**src/rtl/outport_credit_scheduler_pkg.sv**
```systemverilog
// Shared constants and types for the lancetfish output-port scheduler and its
// round-robin picker.
package outport_credit_scheduler_pkg;

    localparam int DEFAULT_N_REQ        = 4;
    localparam int DEFAULT_BUFFER_DEPTH = 4;
    localparam int DEFAULT_PACKET_FLITS = 4;
    localparam int CHANNEL_WIDTH        = 32;

    typedef enum logic {
        SCHED_IDLE   = 1'b0,
        SCHED_ACTIVE = 1'b1
    } sched_state_e;

    // Index width that stays legal for a single requester.
    function automatic int idx_width(input int n);
        return (n > 1) ? $clog2(n) : 1;
    endfunction

endpackage

```
**src/rtl/outport_credit_scheduler_rr_pick.sv**
```systemverilog
// Combinational round-robin picker: first set request bit at or after ptr,
// wrapping modulo N. Shared with the input-side VC allocator.
module outport_credit_scheduler_rr_pick
    import outport_credit_scheduler_pkg::*;
#(
    parameter int N  = DEFAULT_N_REQ,
    parameter int IW = idx_width(N)
) (
    input  logic [N-1:0]  req,
    input  logic [IW-1:0] ptr,
    output logic          valid,
    output logic [N-1:0]  winner_onehot,
    output logic [IW-1:0] winner_idx
);

    logic [IW-1:0] cand;

    always_comb begin
        valid         = 1'b0;
        winner_idx    = '0;
        winner_onehot = '0;
        cand          = '0;
        for (int i = 0; i < N; i++) begin
            cand = IW'((int'(ptr) + i) % N);
            if (!valid && req[cand]) begin
                valid      = 1'b1;
                winner_idx = cand;
            end
        end
        if (valid) begin
            winner_onehot[winner_idx] = 1'b1;
        end
    end

endmodule

```
**src/rtl/outport_credit_scheduler.sv**
```systemverilog
// Per-output-channel scheduler: round-robin packet arbitration with the grant
// held for a whole packet, and flit pacing by a downstream credit counter.
module outport_credit_scheduler
    import outport_credit_scheduler_pkg::*;
#(
    parameter int N_REQ        = DEFAULT_N_REQ,
    parameter int BUFFER_DEPTH = DEFAULT_BUFFER_DEPTH,
    parameter int PACKET_FLITS = DEFAULT_PACKET_FLITS,
    parameter int CW           = $clog2(BUFFER_DEPTH + 1)
) (
    input  logic             clk,
    input  logic             reset,
    input  logic [N_REQ-1:0] request_din,
    input  logic             credit_in_din,
    output logic [N_REQ-1:0] grant_dout,
    output logic             xfer_dout,
    output logic [CW-1:0]    credits_dout,
    output logic             busy_dout,
    output logic             credit_overflow_dout
);

    localparam int IW = idx_width(N_REQ);
    localparam int FW = idx_width(PACKET_FLITS);

    localparam logic [CW-1:0] CREDIT_MAX = CW'(BUFFER_DEPTH);
    localparam logic [FW-1:0] LAST_FLIT  = FW'(PACKET_FLITS - 1);
    localparam logic [IW-1:0] LAST_REQ   = IW'(N_REQ - 1);

    sched_state_e     state;
    logic [IW-1:0]    ptr;
    logic [IW-1:0]    winner;
    logic [FW-1:0]    flit_cnt;
    logic [CW-1:0]    credits;

    logic             pick_valid;
    logic [N_REQ-1:0] pick_onehot;
    logic [IW-1:0]    pick_idx;
    logic             last_flit;
    logic [IW-1:0]    next_ptr;

    outport_credit_scheduler_rr_pick #(
        .N  (N_REQ),
        .IW (IW)
    ) u_rr_pick (
        .req           (request_din),
        .ptr           (ptr),
        .valid         (pick_valid),
        .winner_onehot (pick_onehot),
        .winner_idx    (pick_idx)
    );

    // A flit moves in any ACTIVE cycle with a free downstream slot; the
    // upstream pops and the crossbar forwards on this strobe, no ready is
    // returned. Each moved flit consumes a credit, each credit_in pulse
    // returns one.
    assign xfer_dout    = (state == SCHED_ACTIVE) && (credits != '0);
    assign busy_dout    = (state == SCHED_ACTIVE);
    assign credits_dout = credits;

    assign last_flit = (flit_cnt == LAST_FLIT);
    assign next_ptr  = (winner == LAST_REQ) ? '0 : winner + 1'b1;

    always_ff @(posedge clk or posedge reset) begin
        if (reset) begin
            state      <= SCHED_IDLE;
            grant_dout <= '0;
            ptr        <= '0;
            winner     <= '0;
            flit_cnt   <= '0;
        end else begin
            case (state)
                SCHED_IDLE: begin
                    if (pick_valid) begin
                        grant_dout <= pick_onehot;
                        winner     <= pick_idx;
                        flit_cnt   <= '0;
                        state      <= SCHED_ACTIVE;
                    end
                end
                SCHED_ACTIVE: begin
                    // Requests are not sampled here; the grant lasts the packet.
                    if (xfer_dout) begin
                        if (last_flit) begin
                            state      <= SCHED_IDLE;
                            grant_dout <= '0;
                            ptr        <= next_ptr;
                            flit_cnt   <= '0;
                        end else begin
                            flit_cnt <= flit_cnt + 1'b1;
                        end
                    end
                end
                default: begin
                    state      <= SCHED_IDLE;
                    grant_dout <= '0;
                end
            endcase
        end
    end

    always_ff @(posedge clk or posedge reset) begin
        if (reset) begin
            credits              <= CREDIT_MAX;
            credit_overflow_dout <= 1'b0;
        end else begin
            case ({xfer_dout, credit_in_din})
                2'b10: credits <= credits - 1'b1;
                2'b01: begin
                    // A return with every slot already free means the
                    // downstream and this mirror have drifted apart.
                    if (credits == CREDIT_MAX) begin
                        credit_overflow_dout <= 1'b1;
                    end else begin
                        credits <= credits + 1'b1;
                    end
                end
                default: credits <= credits;
            endcase
        end
    end

endmodule
```
**config.mk**
```make
export PLATFORM = sky130hd
export DESIGN_NAME = outport_credit_scheduler
export DESIGN_NICKNAME = d
export VERILOG_FILES = /design/src/rtl/outport_credit_scheduler_pkg.sv /design/src/rtl/outport_credit_scheduler_rr_pick.sv /design/src/rtl/outport_credit_scheduler.sv
export SDC_FILE = /design/constraint.sdc
export NUM_CORES = 1
export LEC_CHECK = 0
export ABC_AREA = 1
export BUFFER_PORTS_ARGS = -buffer_cell sky130_fd_sc_hd__buf_2
export CAP_MARGIN = 20
export CORE_UTILIZATION = 55
export DETAILED_ROUTE_END_ITERATION = 8
export GPL_TIMING_DRIVEN = 0
export PLACE_DENSITY = 0.85
export SKIP_CTS_REPAIR_TIMING = 1
export SLEW_MARGIN = 25
export SYNTH_ARGS = -nofsm -noshare
export SYNTH_HDL_FRONTEND = slang
export SYNTH_SLANG_ARGS = --single-unit
```
**constraint.sdc**
```tcl
create_clock -name clk -period 3.05 [get_ports clk]
set_input_delay 0.4575 -clock clk [delete_from_list [all_inputs] [get_ports clk]]
set_output_delay 0.4575 -clock clk [all_outputs]
set_load 0.01 [all_outputs]
```
### Word level (Yosys, flattened, before mapping)

Cells that the tools add are included.

| operators by class | value |
|---|---|
| add/sub/neg operators | 7 |
| $lt $le $gt $ge | 6 |
| equality and inequality tests | 9 |
| multiplexer cells | 33 |
| bitwise gates (word level) | 1 |
| reductions and logical operators | 16 |

Operators with widths:

| cell | count |
|---|---|
| $mux W2 | 8 |
| $lt A2 B3 Y1 const B | 5 |
| $mux W1 | 12 |
| $mux W4 | 3 |
| $bmux W1 S2 | 4 |
| $pmux W4 S2 | 1 |
| $reduce_and A2 Y1 | 4 |
| $add A2 B1 Y2 const B | 3 |
| $eq A2 B2 Y1 const B | 3 |
| $ne A2 B2 Y1 const B | 3 |
| $pmux W3 S2 | 1 |
| $reduce_and A3 Y1 | 2 |
| $logic_and A1 B1 Y1 | 5 |
| $add A2 B2 Y2 const B | 2 |
| $pmux W2 S2 | 1 |
| $add A3 B1 Y3 const B | 1 |
| $eq A3 B3 Y1 const B | 1 |
| $logic_not A1 Y1 | 3 |
| $mux W3 | 1 |
| $reduce_bool A3 Y1 | 1 |
| $sub A3 B1 Y3 const B | 1 |
| $demux W1 S2 | 1 |
| $eq A2 B1 Y1 const B | 1 |
| $ge A2 B1 Y1 const B | 1 |
| other kinds (4) | 4 |

| storage, ports and cells | value |
|---|---|
| register bits | 15 |
| output and inout bits | 10 |

### Logic depth before layout (Yosys ltp)

Gate-level depths: netlist (run 1).

| depth | value |
|---|---|
| word-level depth | 18 |
| gate-level depth with buffers | 12 |

### Cells and area by module

From an unflattened synthesis (run 1), not the netlist that was laid out.

| unflattened totals | value |
|---|---|
| cell total of the unflattened synthesis | 150 |
| area total of the unflattened synthesis | 1,113.6 um^2 |

Modules (own cells, without submodules):

| module | instances | cells an instance | area an instance (um^2) | seq. area each (um^2) |
|---|---|---|---|---|
| outport_credit_scheduler | 1 | 80 | 726.9 | 376.6 |
| outport_credit_scheduler_rr_pick | 1 | 70 | 386.6 | 0.0 |

### Worst setup path after synthesis (run 1)

Ideal clock, no wire load.

| timing | value |
|---|---|
| kind | reg2reg |
| start | reg credits[2] (netlist: credits_dout[2]) |
| end | reg credits[1] (netlist: credits_dout[1]) |
| setup time | 0.125 ns |
| arrival | 1.540 ns |
| required time | 2.925 ns |
| path slack | 1.385 ns |
| stages on the path, launching flop included | 7 |
| path buffers | 0 |
| clock period less this slack | 1.665 ns |
| path through | dfstp_2 -> inv_1 -> nand2_1 -> nand2_1 -> nand2_1 -> fa_1 -> mux2_2 |

| between the ends | value |
|---|---|
| longest elaborated chain between the ends | 5 |

RTL lines:

| what | RTL line | text |
|---|---|---|
| start: declaration | outport_credit_scheduler.sv:33 | `logic [CW-1:0] credits;` |
| start signal: assignment | outport_credit_scheduler.sv:107 | `2'b10: credits <= credits - 1'b1;` |
| start signal: assignment | outport_credit_scheduler.sv:114 | `credits <= credits + 1'b1;` |
| start signal: assignment | outport_credit_scheduler.sv:117 | `default: credits <= credits;` |
| $reduce_bool A3 Y1 | outport_credit_scheduler.sv:56 | `assign xfer_dout = (state == SCHED_ACTIVE) && (credits != '0);` |
| $logic_and A1 B1 Y1 | outport_credit_scheduler.sv:56 |  |
| $eq A2 B1 Y1 / $eq A2 B2 Y1 (equally long branches) | outport_credit_scheduler.sv:106 | `case ({xfer_dout, credit_in_din})` |
| $ne A2 B2 Y1 (no source line) / $reduce_bool A2 Y1 (equally long branches) | - |  |
| $reduce_and A2 Y1 (no source line) | - |  |

Several ways; a longest one is shown, not always the timed one.
A chain may end at the register's enable or synchronous reset.

### Worst setup path after layout (run 1)

| timing | value |
|---|---|
| start | reg credits[0] (netlist: credits_dout[0]) |
| end | out xfer_dout |

| between the ends | value |
|---|---|
| longest elaborated chain between the ends | 2 |

RTL lines:

| what | RTL line | text |
|---|---|---|
| $reduce_bool A3 Y1 | outport_credit_scheduler.sv:56 |  |
| $logic_and A1 B1 Y1 | outport_credit_scheduler.sv:56 |  |
| end: declaration | outport_credit_scheduler.sv:16 | `output logic xfer_dout,` |

Every way passes these cells.

==> out/results.txt, run 1 <==
RSZ-0062 raised after global routing -> no
core area -> 1730 um2
drt first pass iters -> 4
# IOs -> 17
Arr. time, crit path -> 1.37 ns
clk_lat worst skew -> 0.28 ns
drt drc -> 0
post-synthesis register bit count -> 15
Layout Cells excl Fill -> 186
largest net degree at the start of global routing -> 16
Post-Syn Area per Cell -> 7.17 um2
first-pass GRT wire length -> 3230 um
cell mode on critical path -> nand2_1
Setup CP Type -> reg2out
CP Buf/Inv Count -> 2
reg2reg path depth -> 7
Die X -> 44.9 um
clk sinks -> 15
Max-slew headroom -> 62.0%
initial antenna violation count -> 0
wirelength, routed -> 1980 um
Mapped Cells -> 141
worst-case clock skew -> 0.00104 ns
fin crit period -> 1.83 ns
CP required -> 2.59 ns
Initial Util -> 58.6%
Power per Cell Area -> 1130 nW/um2
total congestion overflow -> 0
final setup violation count -> 0
CTS max path bufs -> 2
Synth Net Count -> 151
Die ar. -> 2010 um2
DP Wirelength -> 1540 um
Max VDD drop -> 668 uV
Syn-to-layout area delta -> 13.6%
status -> completed
Crit Path Max Fanout -> 5
area of the mapped netlist -> 1010 um2
routability cong. -> 0.897
Seq pwr share -> 28.7%
# nets final -> 172
Cell Chain, Critical Path -> nor2_1 > nand2_1 > nand2_1 > inv_1 > buf_2
CP top delay family -> flip-flops
post-DR wirelength/cell -> 10.7 um
H-tree depth -> 1
via count -> 920
CP Capture Type -> output pin
share of layout cells above drive strength 1 -> 23.6%
worst min path class -> in2async
antenna-violating nets left -> 0
final max-slew violation count -> 0
Final Hold Viols -> 0
R2R setup slack -> 1.22 ns
ant diodes -> 0
critical path's slowest cell -> dfrtp_1
Fin Hold WS -> 0.217 ns
Clk network pwr share -> 8.6%
CTS Buf Count -> 3
R2R Path Start -> credits_dout[0]
Startpoint Class -> register
Port Buffer Count -> 16
R2R Path End -> credits_dout[2]
sw frac -> 49.4%
drt via density -> 4.95
post-route clock period utilization -> 59.9%
synth warn -> 0
Die Span Y -> 44.9 um
number of core rows -> 15
Placed Cells incl. Taps -> 182
register area share after synthesis -> 37.3%
Max Fclk -> 547 MHz
CTS tree -> built
Clock Tree Root -> clkbuf_4
Tightest Pin Transition -> 0.570 ns
Switch Pwr -> 0.643 mW
Lkg Pwr -> 0.670 nW
Clock transition at path regs -> 0.09 ns
slowest stage delay, CP -> 0.44 ns
Comb power frac -> 62.7%
Detailed Route Iter0 Violations -> 13
Int Power -> 0.658 mW
Max Cap Viol -> 0
Setup TNS -> 0 ns
Final Cell Area -> 1150 um2
vias in the first global route -> 807
Post-DP Area -> 1120 um2
Cell variety after synth -> 26
total track usage -> 22.3%
flip-flops by register name, summed over array words and instances, names as in the netlist:
register              flops
credits_dout              3
ptr                       2
busy_dout                 1
flit_cnt                  2
credit_overflow_dout      1
grant_dout                4
winner                    2
worst max-delay path by stage:
| stage | from | end | slack [ns] | cells after the start |
|---|---|---|---|---|
| 6_report | credits_dout[0] | xfer_dout | 1.22 | 5 |
| 5_1_grt | credits_dout[0] | credits_dout[2] | 1.02 | 7 |
| 3_3_place_gp | credits_dout[0] | credits_dout[1] | 1.36 | 6 |
| 4_1_cts | credits_dout[0] | xfer_dout | 1.21 | 5 |
| 3_5_place_dp | credits_dout[0] | credits_dout[2] | 1.31 | 7 |
| 2_1_floorplan | credits_dout[2] | credits_dout[1] | 1.39 | 6 |
final cells by class:
type / instances / area (um2)
repair buffers: 16 / 80.1
multi-input cells: 105 / 541
clock buffers: 4 / 26.3
inverters: 19 / 71.3
plain buffers: 2 / 22.5
fillers: 152 / 578
well taps: 25 / 31.3
flip-flops and latches: 15 / 377
layer usage:
layer | GRT usage, % | vias to the layer above | routed length (um)
li1 | - | 482 | -
met1 | 28.9 | 415 | 919
met2 | 37.4 | 16 | 964
met4 | 9.09 | 0 | 44
met3 | 3.60 | 7 | 52
met5 | 0 | - | 0
placed cells by master (no fill, tap or decap), types with 2 or more instances in the layout:
master,Yosys,layout
o21ai_1,2,2
nor2_1,7,7
xor2_1,2,2
o21ai_0,2,2
nand3_2,2,2
clkbuf_4,0,3
buf_2,0,16
ha_1,2,2
inv_2,2,2
inv_1,17,17
nand2_2,6,6
nand3_1,16,16
dfrtp_1,14,14
nand2_1,55,55
kinds of logic (layout without fill, tap and decap cells):
group	after synthesis	in the layout	share of synthesized area (%)
xor gates and xnor gates	2	2	1.73
muxes	1	1	1.11
buffers and inverters	21	41	9.28
DFF	15	15	37.3
AOI/OAI and AO/OA	9	9	6.07
and+or+nand+nor	90	90	40.1
adders and majority gates	3	3	4.46
Yosys cell counts:
cell type / number / area [um2]
o22ai_1: 1 / 6.26
nor2_1: 7 / 26.3
nor2_4: 1 / 11.3
inv_2: 2 / 7.51
o21ai_0: 2 / 10.0
nand3_2: 2 / 20.0
nand2_1: 55 / 206
nand2_4: 1 / 11.3
ha_1: 2 / 25.0
nand2_2: 6 / 37.5
o21bai_1: 1 / 7.51
xor2_1: 2 / 17.5
mux2_2: 1 / 11.3
nand3_1: 16 / 80.1
fa_1: 1 / 20.0
buf_8: 1 / 15.0
nand4_1: 1 / 6.26
nor2_2: 1 / 6.26
o21ai_1: 2 / 10.0
a21boi_2: 1 / 11.3
dfrtp_1: 14 / 350
inv_1: 17 / 63.8
buf_4: 1 / 7.51
o31ai_1: 1 / 7.51
o21ai_2: 1 / 8.76
dfstp_2: 1 / 26.3
power by group through the flow:
stage	registers [mW]	clock network, mW	logic, mW
after floorplan	0.397	0	0.602
after global placement	0.372	0	0.779
after detailed placement	0.377	0	0.814
after CTS	0.373	0.115	0.821
after global routing	0.389	0.123	0.924
final	0.373	0.112	0.816
metrics by stage:
stage | utilization [%] | worst slack (ns) | total power [mW]
2_1_floorplan | - | 1.39 | 0.999
3_3_place_gp | 65.0 | 1.36 | 1.15
3_5_place_dp | 65.0 | 1.31 | 1.19
4_1_cts | 66.5 | 1.21 | 1.31
5_1_grt | 66.5 | 1.02 | 1.44
6_report | 66.5 | 1.22 | 1.30
(Power assumes the default switching activity.)
==> run 2: changes to the inputs <==
Settings changed: ABC_AREA 1 to 0, CORE_UTILIZATION 55 to 52, PLACE_DENSITY 0.85 to 0.83.
Clock period 3.05 ns to 1.7 ns, I/O delays scaled along.
==> run 2 against run 1 <==
The run now ends with setup timing left; cell area is 9.4% lower; utilization grew 1.8 points; worst hold slack got worse by 0.21 ns; first-iteration DRC count up 23%; routed wire length fell by 18%; register-to-register slack worse by 1.4 ns; global-route usage fell by 2.5 points; final cell count down 33%; critical path type is now reg2reg; critical endpoint is now credits_dout[1].
==> out/results.txt, run 2 <==
Final Hold Viols -> 0
Die X -> 42.6 um
drt via density -> 5.78
share of layout cells above drive strength 1 -> 34.9%
Biggest register -> grant_dout
XOR/XNOR share of the synthesized area -> 2.05%
number of synthesized flops with an enable pin -> 0
Arr. time, crit path -> 2.09 ns
failing checks -> setup timing
Tightest Pin Transition -> 0.555 ns
most frequent cells in the layout -> buf_2 (15), dfrtp_1 (13), nand2_1 (7), nand3_1 (7), o31ai_1 (7)
max reg flops -> 4
DP Wirelength -> 1110 um
total congestion overflow -> 0
overall power -> 2.20 mW
main combinational cell family by area after synthesis -> compound AO/OA/AOI/OAI gates
Synth Net Count -> 95
final max-slew violation count -> 0
Syn-to-layout area delta -> 21.6%
antenna-violating nets left -> 0
area fraction in compound gates after synthesis -> 24.1%
critical path's slowest cell -> fa_2
top post-synthesis cells by area -> dfrtp_1 (41%), o31ai_1 (6.1%), nand3_1 (4.1%), dfstp_2 (3.1%), nand2_1 (3.1%)
first-pass GRT wire length -> 2620 um
area leader, netlist -> dfrtp_1
R2R setup slack -> -0.17 ns
number of core rows -> 14
Lkg Pwr -> 0.490 nW
status -> finished with violations
Max Cap Viol -> 0
Place WS -> -0.264 ns
ys flop type -> dfrtp_1
worst-case clock skew -> 0.00145 ns
Cell Chain, Critical Path -> o31ai_4 > nand2_1 > fa_2 > o21ai_1 > a311oi_1 > o22a_1
Clock Tree Root -> clkbuf_4
Simple-Gate Fraction of Synth Area -> 14.8%
register area share after synthesis -> 44.0%
Setup TNS -> -0.283 ns
mux contribution to synthesized area -> 3.80%
Adder-Cell Fraction of Synth Area -> 5.26%
fin crit period -> 1.87 ns
Die Span Y -> 42.6 um
via count -> 723
clk_lat worst skew -> 0.28 ns
post-DR wirelength/cell -> 13.0 um
most common cell in the netlist -> dfrtp_1
vias in the first global route -> 622
area of the mapped netlist -> 856 um2
ant diodes -> 0
Port Buffer Count -> 15
async set or reset register ratio after synthesis -> 100%
commonest non-fill, non-tap cell in the layout -> buf_2
R2R Path Start -> credits_dout[0]
Max Fclk -> 534 MHz
Crit Path Max Fanout -> 6
clk sinks -> 15
# IOs -> 17
CTS max path bufs -> 2
Commonest cells post-synth -> dfrtp_1 (14), nand2_1 (7), nand3_1 (7), o31ai_1 (7)
Cell variety after synth -> 34
Max-slew headroom -> 63.0%
RSZ-0062 raised after global routing -> yes
busiest grt layer -> met2
Initial Util -> 56.2%
drt drc -> 0
Detailed Route Iter0 Violations -> 16
# nets final -> 120
Post-Syn Area per Cell -> 10.1 um2
CTS Buf Count -> 3
post-route clock period utilization -> 110%
Setup CP Type -> reg2reg
R2R Path End -> credits_dout[1]
final setup violation count -> 2
wirelength, routed -> 1630 um
synth warn -> 0
post-synthesis register bit count -> 15
routability cong. -> 0.742
post-route setup slack -> -0.173 ns
CP required -> 1.92 ns
Synth top area share -> 40.9%
initial antenna violation count -> 0
met1 GRT Util -> 24.1%
largest net degree at the start of global routing -> 16
Mapped Cells -> 85
Worst Setup SP -> credits_dout[0]
reg2reg path depth -> 6
M3 GR Usage -> 8.19%
total track usage -> 19.8%
drt first pass iters -> 4
CP Capture Type -> register
worst min path class -> in2async
Die ar. -> 1810 um2
Power per Cell Area -> 2110 nW/um2
Startpoint Class -> register
CTS tree -> built
Max VDD drop -> 1360 uV
grt met2 use -> 32.3%
H-tree depth -> 1
core area -> 1520 um2
Clock transition at path regs -> 0.08 ns
slowest stage delay, CP -> 0.54 ns
==> run 2: cell type report <==
cell class | instances | area (um2)
fillers | 122 | 483
multi-input cells | 61 | 438
flip-flops and latches | 15 | 378
repair buffers | 20 | 123
plain buffers | 4 | 35.0
clock buffers | 4 | 26.3
inverters | 5 | 21.3
well taps | 16 | 20.0
==> run 2: metal layers <==
| metal | vias to the layer above | part of all wire [%] |
|---|---|---|
| li1 | 361 | - |
| met1 | 345 | 46 |
| met2 | 15 | 49 |
| met3 | 2 | 4.4 |
| met4 | 0 | 0.86 |
| met5 | - | 0 |
==> run 2: kinds of logic after synthesis <==
group / count (synthesis)
simple gates: 25
mux: 3
flops: 15
compound gates: 28
buf+inv: 9
fa+ha+maj: 3
xor+xnor: 2
==> run 2: how the worst max path moves through the flow <==
| stage | end | slack, ns | cells after the start |
|---|---|---|---|
| 3_3_place_gp | credits_dout[2] | -0.24 | 7 |
| 6_report | credits_dout[1] | -0.17 | 6 |
| 3_5_place_dp | credits_dout[2] | -0.26 | 7 |
| 5_1_grt | credits_dout[1] | -0.26 | 6 |
| 2_1_floorplan | credits_dout[2] | -0.16 | 7 |
| 4_1_cts | credits_dout[2] | -0.29 | 7 |
==> run 2: stage by stage <==
step | util, % | hold slack [ns] | cells | area, um2
floorplan | - | 0.156 | 85 | 862
global placement | 62.8 | 0.320 | 116 | 957
detailed placement | 62.8 | 0.322 | 116 | 957
CTS | 64.5 | 0.0196 | 120 | 983
global route | 68.3 | 0.0621 | 125 | 1040
finish | 68.3 | 0.0119 | 125 | 1040
==> run 2: critical path, delay by kind of cell, from the launching register on <==
family	cells	cell delay [ns]
AOI/OAI and AO/OA	4	0.70
adders and majority gates	1	0.54
DFF	1	0.46
and+or+nand+nor	1	0.10
==> run 2: power breakdown <==
| group | internal (mW) | leakage (nW) | total, mW | switching (mW) |
|---|---|---|---|---|
| Sequential | 0.547 | 0.182 | 0.711 | 0.163 |
| Combinational | 0.648 | 0.293 | 1.29 | 0.645 |
| Clock | 0.0910 | 0.0150 | 0.196 | 0.105 |
| Total | 1.29 | 0.490 | 2.20 | 0.913 |
